File: src/rtl/regfile_mp_if.sv
// regfile_mp_if -- bus bundle for the multi-port register file.
//
// Groups the write port, the packed read ports and the clear handshake.
//   master : the datapath side (drives addresses/data/strobes, takes read data)
//   slave  : the register file itself
// Packed read vectors carry port 0 in the least significant bits.
interface regfile_mp_if #(
  parameter int WIDTH  = 64,
  parameter int AW     = 5,
  parameter int RPORTS = 2
);
  logic                      wr_en;
  logic [AW-1:0]             wr_addr;
  logic [WIDTH-1:0]          wr_data;
  logic [RPORTS-1:0]         rd_en;
  logic [RPORTS*AW-1:0]      rd_addr;
  logic [RPORTS*WIDTH-1:0]   rd_data;
  logic [RPORTS-1:0]         rd_valid;
  logic                      clr_req;
  logic                      busy;

  modport master (
    output wr_en, wr_addr, wr_data, rd_en, rd_addr, clr_req,
    input  rd_data, rd_valid, busy
  );

  modport slave (
    input  wr_en, wr_addr, wr_data, rd_en, rd_addr, clr_req,
    output rd_data, rd_valid, busy
  );
endinterface

File: src/rtl/regfile_mp.sv
// regfile_mp -- parametrised register file: one write port, RPORTS clocked
// read ports, a hardwired-zero register and a bulk-clear sequencer.
//
// Ports:
//   clk     : rising-edge clock
//   reset_n : asynchronous active-low reset; zeroes every entry and output
//   bus     : regfile_mp_if.slave (write port, read ports, clr_req / busy)
//
// Optional feature: define REGFILE_BYPASS_EN for write-first behaviour when a
// read and an accepted write hit the same address on the same edge. Without
// it, a same-edge read returns the old contents (read-first).
//
// The interface instance must use WIDTH, AW = $clog2(DEPTH) and RPORTS
// matching this module's parameters.
module regfile_mp #(
  parameter int WIDTH    = 64,
  parameter int DEPTH    = 32,
  parameter int RPORTS   = 2,
  parameter int ZERO_REG = 31
) (
  input  logic          clk,
  input  logic          reset_n,
  regfile_mp_if.slave   bus
);
  localparam int            AW        = $clog2(DEPTH);
  localparam logic [AW-1:0] ZERO_ADDR = AW'(ZERO_REG);
  localparam logic [AW-1:0] LAST_IDX  = AW'(DEPTH - 1);

  typedef enum logic {IDLE, CLEAR} state_t;

  state_t                     state_reg;
  logic [AW-1:0]              clr_idx_reg;
  logic                       busy_reg;
  logic [WIDTH-1:0]           mem [DEPTH];
  logic [RPORTS*WIDTH-1:0]    rd_data_reg;
  logic [RPORTS-1:0]          rd_valid_reg;
  logic [WIDTH-1:0]           rd_next [RPORTS];
  logic                       wr_accept;

  // Writes are dropped (not queued) while the clear sweep runs.
  assign wr_accept = bus.wr_en && !busy_reg && (bus.wr_addr != ZERO_ADDR);

  // Clear sequencer: busy covers exactly the DEPTH sweeping edges.
  always_ff @(posedge clk or negedge reset_n) begin
    if (!reset_n) begin
      state_reg   <= IDLE;
      clr_idx_reg <= '0;
      busy_reg    <= 1'b0;
    end else begin
      case (state_reg)
        IDLE: begin
          if (bus.clr_req) begin
            state_reg   <= CLEAR;
            clr_idx_reg <= '0;
            busy_reg    <= 1'b1;
          end
        end
        CLEAR: begin
          clr_idx_reg <= clr_idx_reg + AW'(1);
          if (clr_idx_reg == LAST_IDX) begin
            state_reg <= IDLE;
            busy_reg  <= 1'b0;
          end
        end
        default: begin
          state_reg <= IDLE;
          busy_reg  <= 1'b0;
        end
      endcase
    end
  end

  // Storage. A write on the same edge that samples clr_req lands first and
  // is then zeroed by the sweep, since the sweep starts on the next edge.
  always_ff @(posedge clk or negedge reset_n) begin
    if (!reset_n) begin
      for (int i = 0; i < DEPTH; i++) mem[i] <= '0;
    end else if (state_reg == CLEAR) begin
      mem[clr_idx_reg] <= '0;
    end else if (wr_accept) begin
      mem[bus.wr_addr] <= bus.wr_data;
    end
  end

  // Per-port read selection. The zero register is masked here rather than
  // relying on its storage, so it reads 0 regardless of bypass.
  for (genvar gi = 0; gi < RPORTS; gi++) begin : g_rd
    logic [AW-1:0] port_addr;
    assign port_addr = bus.rd_addr[gi*AW +: AW];
`ifdef REGFILE_BYPASS_EN
    assign rd_next[gi] = (port_addr == ZERO_ADDR) ? '0 :
                         (wr_accept && (bus.wr_addr == port_addr)) ? bus.wr_data :
                         mem[port_addr];
`else
    assign rd_next[gi] = (port_addr == ZERO_ADDR) ? '0 : mem[port_addr];
`endif
  end

  // Read registers: data holds when the port is not strobed.
  always_ff @(posedge clk or negedge reset_n) begin
    if (!reset_n) begin
      rd_data_reg  <= '0;
      rd_valid_reg <= '0;
    end else begin
      for (int p = 0; p < RPORTS; p++) begin
        rd_valid_reg[p] <= bus.rd_en[p];
        if (bus.rd_en[p]) rd_data_reg[p*WIDTH +: WIDTH] <= rd_next[p];
      end
    end
  end

  assign bus.rd_data  = rd_data_reg;
  assign bus.rd_valid = rd_valid_reg;
  assign bus.busy     = busy_reg;
endmodule
File: src/flat_wrapper.sv
// flat-port wrapper written by rule: the top's interface ports become plain ports
module regfile_mp_flat 
#(
  parameter int WIDTH    = 64,
  parameter int DEPTH    = 32,
  parameter int RPORTS   = 2,
  parameter int ZERO_REG = 31
)
  (clk, reset_n, bus_wr_en, bus_wr_addr, bus_wr_data, bus_rd_en, bus_rd_addr, bus_clr_req, bus_rd_data, bus_rd_valid, bus_busy);
  regfile_mp_if #(.WIDTH(WIDTH), .RPORTS(RPORTS)) bus_i ();
  input  logic clk;
  input  logic reset_n;
  input wire logic [$bits(bus_i.wr_en)-1:0] bus_wr_en;
  input wire logic [$bits(bus_i.wr_addr)-1:0] bus_wr_addr;
  input wire logic [$bits(bus_i.wr_data)-1:0] bus_wr_data;
  input wire logic [$bits(bus_i.rd_en)-1:0] bus_rd_en;
  input wire logic [$bits(bus_i.rd_addr)-1:0] bus_rd_addr;
  input wire logic [$bits(bus_i.clr_req)-1:0] bus_clr_req;
  output wire logic [$bits(bus_i.rd_data)-1:0] bus_rd_data;
  output wire logic [$bits(bus_i.rd_valid)-1:0] bus_rd_valid;
  output wire logic [$bits(bus_i.busy)-1:0] bus_busy;
  assign bus_i.wr_en = bus_wr_en;
  assign bus_i.wr_addr = bus_wr_addr;
  assign bus_i.wr_data = bus_wr_data;
  assign bus_i.rd_en = bus_rd_en;
  assign bus_i.rd_addr = bus_rd_addr;
  assign bus_i.clr_req = bus_clr_req;
  assign bus_rd_data = bus_i.rd_data;
  assign bus_rd_valid = bus_i.rd_valid;
  assign bus_busy = bus_i.busy;
  regfile_mp #(.WIDTH(WIDTH), .DEPTH(DEPTH), .RPORTS(RPORTS), .ZERO_REG(ZERO_REG)) u_core (.clk(clk), .reset_n(reset_n), .bus(bus_i));
endmodule
File: config.mk
export PLATFORM = sky130hd
export DESIGN_NAME = regfile_mp_flat
export DESIGN_NICKNAME = d
export VERILOG_FILES = /design/src/rtl/regfile_mp_if.sv /design/src/rtl/regfile_mp.sv /design/src/flat_wrapper.sv
export SDC_FILE = /design/constraint.sdc
export NUM_CORES = 2
export LEC_CHECK = 0
export CORE_ASPECT_RATIO = 0.7
export CORE_UTILIZATION = 35
export DETAILED_ROUTE_END_ITERATION = 16
export GPL_TIMING_DRIVEN = 0
export PLACE_DENSITY = 0.62
export SKIP_CTS_REPAIR_TIMING = 1
export SLEW_MARGIN = 20
export SYNTH_ARGS = -nofsm -noshare
export SYNTH_HDL_FRONTEND = slang
export SYNTH_SLANG_ARGS = --single-unit
File: constraint.sdc
create_clock -name clk -period 6.9 [get_ports clk]
set_clock_uncertainty 0.15 [all_clocks]
set_input_delay 1.035 -clock clk [delete_from_list [all_inputs] [get_ports clk]]
set_output_delay 1.035 -clock clk [all_outputs]
set_load 0.01 [all_outputs]
==> summary.md <==
| Metric | Value |
|---|---|
| Status | `finished, violations left` |
| Failing checks | `capacitance limit` |
| Most frequent cells in the layout | `a22o_1, dfrtp_1, mux4_2, clkbuf_1, mux2i_1` |
| Post-Syn Instances | `between 7k and 8k` |
| Area of the die | `311,000 sq um` |
| Reg-to-reg critical path startpoint | `u_core.clr_idx_reg[4]` |
| Die H | `467 um` |
| Final period utilization | `78.2%` |
| Largest net degree at the start of global routing | `between 150 and 200` |
| Syn Area/Cell | `~14 sq um` |
| Post-Syn Area | `108,000 sq um` |
| Share of the synthesized area in the top cell type | `50.6%` |
| F_max | `0.185 GHz` |
| DP Cell Count | `approximately 12k` |
| Leak Pwr | `between 50 and 60 nW` |
| Nets@finish | `~8.3k` |
| Via Count | `88.4k` |
| Register-to-Register Path Depth | `9` |
| Worst EP required | `7.41 ns` |
| Layout cell share with drive strength beyond 1 | `19.7%` |
| EDFF count, synth | `0` |
| Reg-to-reg endpoint | `u_core.mem[951]` |
| Hold WC Path Type | `reg -> reg` |
| # rows | `170` |
| Clock sink count | `between 2k and 2.5k` |
| Synth cell types | `just over 40` |
| Psw | `9.62 mW` |
| Cts bufs inserted | `213` |
| TritonCTS clock tree | `yes` |
| Commonest non-fill, non-tap cell in the layout | `a22o_1` |
| 1st-pass router iterations | `9` |
| Syn Nets | `7,809` |
| Flops & latches, synth | `between 2k and 2.5k` |
| Clock Latency Late Sink | `0.94 ns` |
| Reg clk slew, reported paths | `0.06 ns` |
| Root Driver | `clkbuf_16` |
| Startpoint types | `input port` |
| Final setup viols | `0` |
| All-Layer GR Usage | `32.8%` |
| Pins Over Slew Limit | `0` |
| Longest Clk Path Bufs | `4` |
| Antenna violations before repair | `76` |
| Worst slew margin | `between 2 and 3%` |
| Ys async rst share | `100%` |
| Worst Setup Path Type | `in -> reg` |
| DRT iter0 DRCs | `roughly 15k` |
| Reg2reg setup slack | `3.40 ns` |
| Worst-path fanout max | `10` |
| Max FFs per register | `2,048` |
| Max-cap viol count | `1` |
| Seq/Total Area, Yosys | `50.6%` |
| Die Wd | `666 um` |
| Min Hold Slack | `between 0.3 and 0.4 ns` |
| Most area-hungry cell type in the Yosys netlist | `dfrtp_1` |
| GRT overflow | `0` |
| Final HPWL DP | `392,000 um` |
| Non-filler cells, final | `12.6k` |
| Synth Flop Type | `dfrtp_1` |
| Vias in the first global route | `85.9k` |
| Layout area overhead | `16.0%` |
| TNS Setup | `0 ns` |
| Critical path endpoint | `u_core.bus.rd_data[49]` |
| Sequential Power Share | `43.5%` |
| CORE AREA | `307,000 sq um` |
| RSZ-0062 raised after global routing | `false` |
| PD cells | `approximately 250 nW/um^2` |
| Fin. Hold Viols | `0` |
| Drt drc | `0` |
| Post-route core utilization | `between 40 and 50%` |
| Largest cells by area after synthesis | `dfrtp_1, a22o_1, mux4_2, mux2i_1, clkbuf_1` |
| Final wirelength | `523,000 um` |
| Peak VDD IR | `0.202 mV` |
| Crit path DAT | `roughly 5.9 ns` |
| Combinational power share | `16.3%` |
| Via density | `between 7 and 8` |
| P_int | `21.9 mW` |
| Worst-Margin Slew | `1.42 ns` |
| Fin crit period | `5.39 ns` |
| Avg WL per Cell | `around 42 um` |
| Crit path from | `bus_rd_addr[1]` |
| Remaining antenna violation count after routing | `0` |
| Clock share of power | `40.2%` |
| Switching Share | `between 30 and 40%` |
| Routability cong. | `1.00` |
| H-tree Lvls | `4` |
| I/O Buffers | `208` |
| Synth Warn # | `0` |
| First-pass GRT wire length | `713,000 um` |
| CP Capture Type | `flop` |
| Initial core utilization | `between 30% and 40%` |
| Io pins | `~220` |
==> worst max-delay path: stages <==
cell	delay, ns
clkdlybuf4s50_1	0.56
buf_2	0.54
nand3b_1	0.20
buf_2	0.49
buf_2	0.83
buf_2	0.73
o221ai_1	0.29
a211oi_1	0.70
o32ai_1	0.45
==> through the flow <==
stage	power [mW]	setup slack, ns	area (sq um)
floorplan	16.0	3.90	108000
global placement	18.4	-94.41	115000
detailed placement	18.8	1.02	118000
CTS	31.2	1.97	125000
global route	32.1	1.36	125000
finish	31.6	1.51	125000
==> how the worst min path moves through the flow <==
stage | from | cells past startpoint | end
after floorplan | u_core.mem[1600] | 1 | u_core.mem[1600]
after global placement | u_core.mem[736] | 1 | u_core.mem[736]
after detailed placement | u_core.mem[339] | 1 | u_core.mem[339]
after CTS | reset_n | 1 | u_core.mem[61]
after global routing | u_core.mem[554] | 1 | u_core.mem[554]
final | u_core.mem[1852] | 1 | u_core.mem[1852]
==> final cells by class <==
class	instances	area [sq um]
fillers	28000	181000
flip-flops and latches	2185	54700
multi-input cells	4353	48800
clock buffers	308	6300
well taps	4128	5160
plain buffers	1049	4780
repair buffers	293	4120
clock inverters	71	932
inverters	132	495
diodes	72	180
==> Yosys cell counts (72+ instances only) <==
library cell / n
a22o_1: 2239
dfrtp_1: 2185
mux4_2: 769
clkbuf_1: 663
mux2i_1: 510
buf_2: 206
inv_1: 132
o221ai_1: 128
o22ai_1: 128
o32ai_1: 128
a2111oi_0: 127
a211oi_1: 127
buf_1: 84
nor2b_1: 72
==> layer usage <==
layer,track usage (%),vias to the layer above,routed length [um]
li1,-,32700,-
met1,41.0,46700,195000
met2,42.0,7541,201000
met3,22.5,1380,97000
met4,15.2,70,27200
met5,4.96,-,2650
==> power by group through the flow <==
stage,combinational (mW),clock (mW),sequential [mW]
2_1_floorplan,2.24,0,13.8
3_3_place_gp,4.40,0,14.0
3_5_place_dp,4.86,0,13.9
4_1_cts,4.88,12.6,13.7
5_1_grt,5.19,13.1,13.8
6_report,5.13,12.7,13.7
==> cell families (layout without fill, tap and decap cells) <==
| group | Yosys count | in the layout | share of synthesized area [%] |
|---|---|---|---|
| AOI/OAI and AO/OA | 2917 | 2917 | 23.1 |
| DFF | 2185 | 2185 | 50.6 |
| muxes | 1279 | 1279 | 20.7 |
| buffers and inverters | 1181 | 1853 | 4.75 |
| and+or+nand+nor | 150 | 150 | 0.824 |
| adders and majority gates | 5 | 5 | 0.0578 |
| xor gates and xnor gates | 2 | 2 | 0.0162 |
| other | 0 | 72 | 0 |
Power figures use the tool's default switching activity.
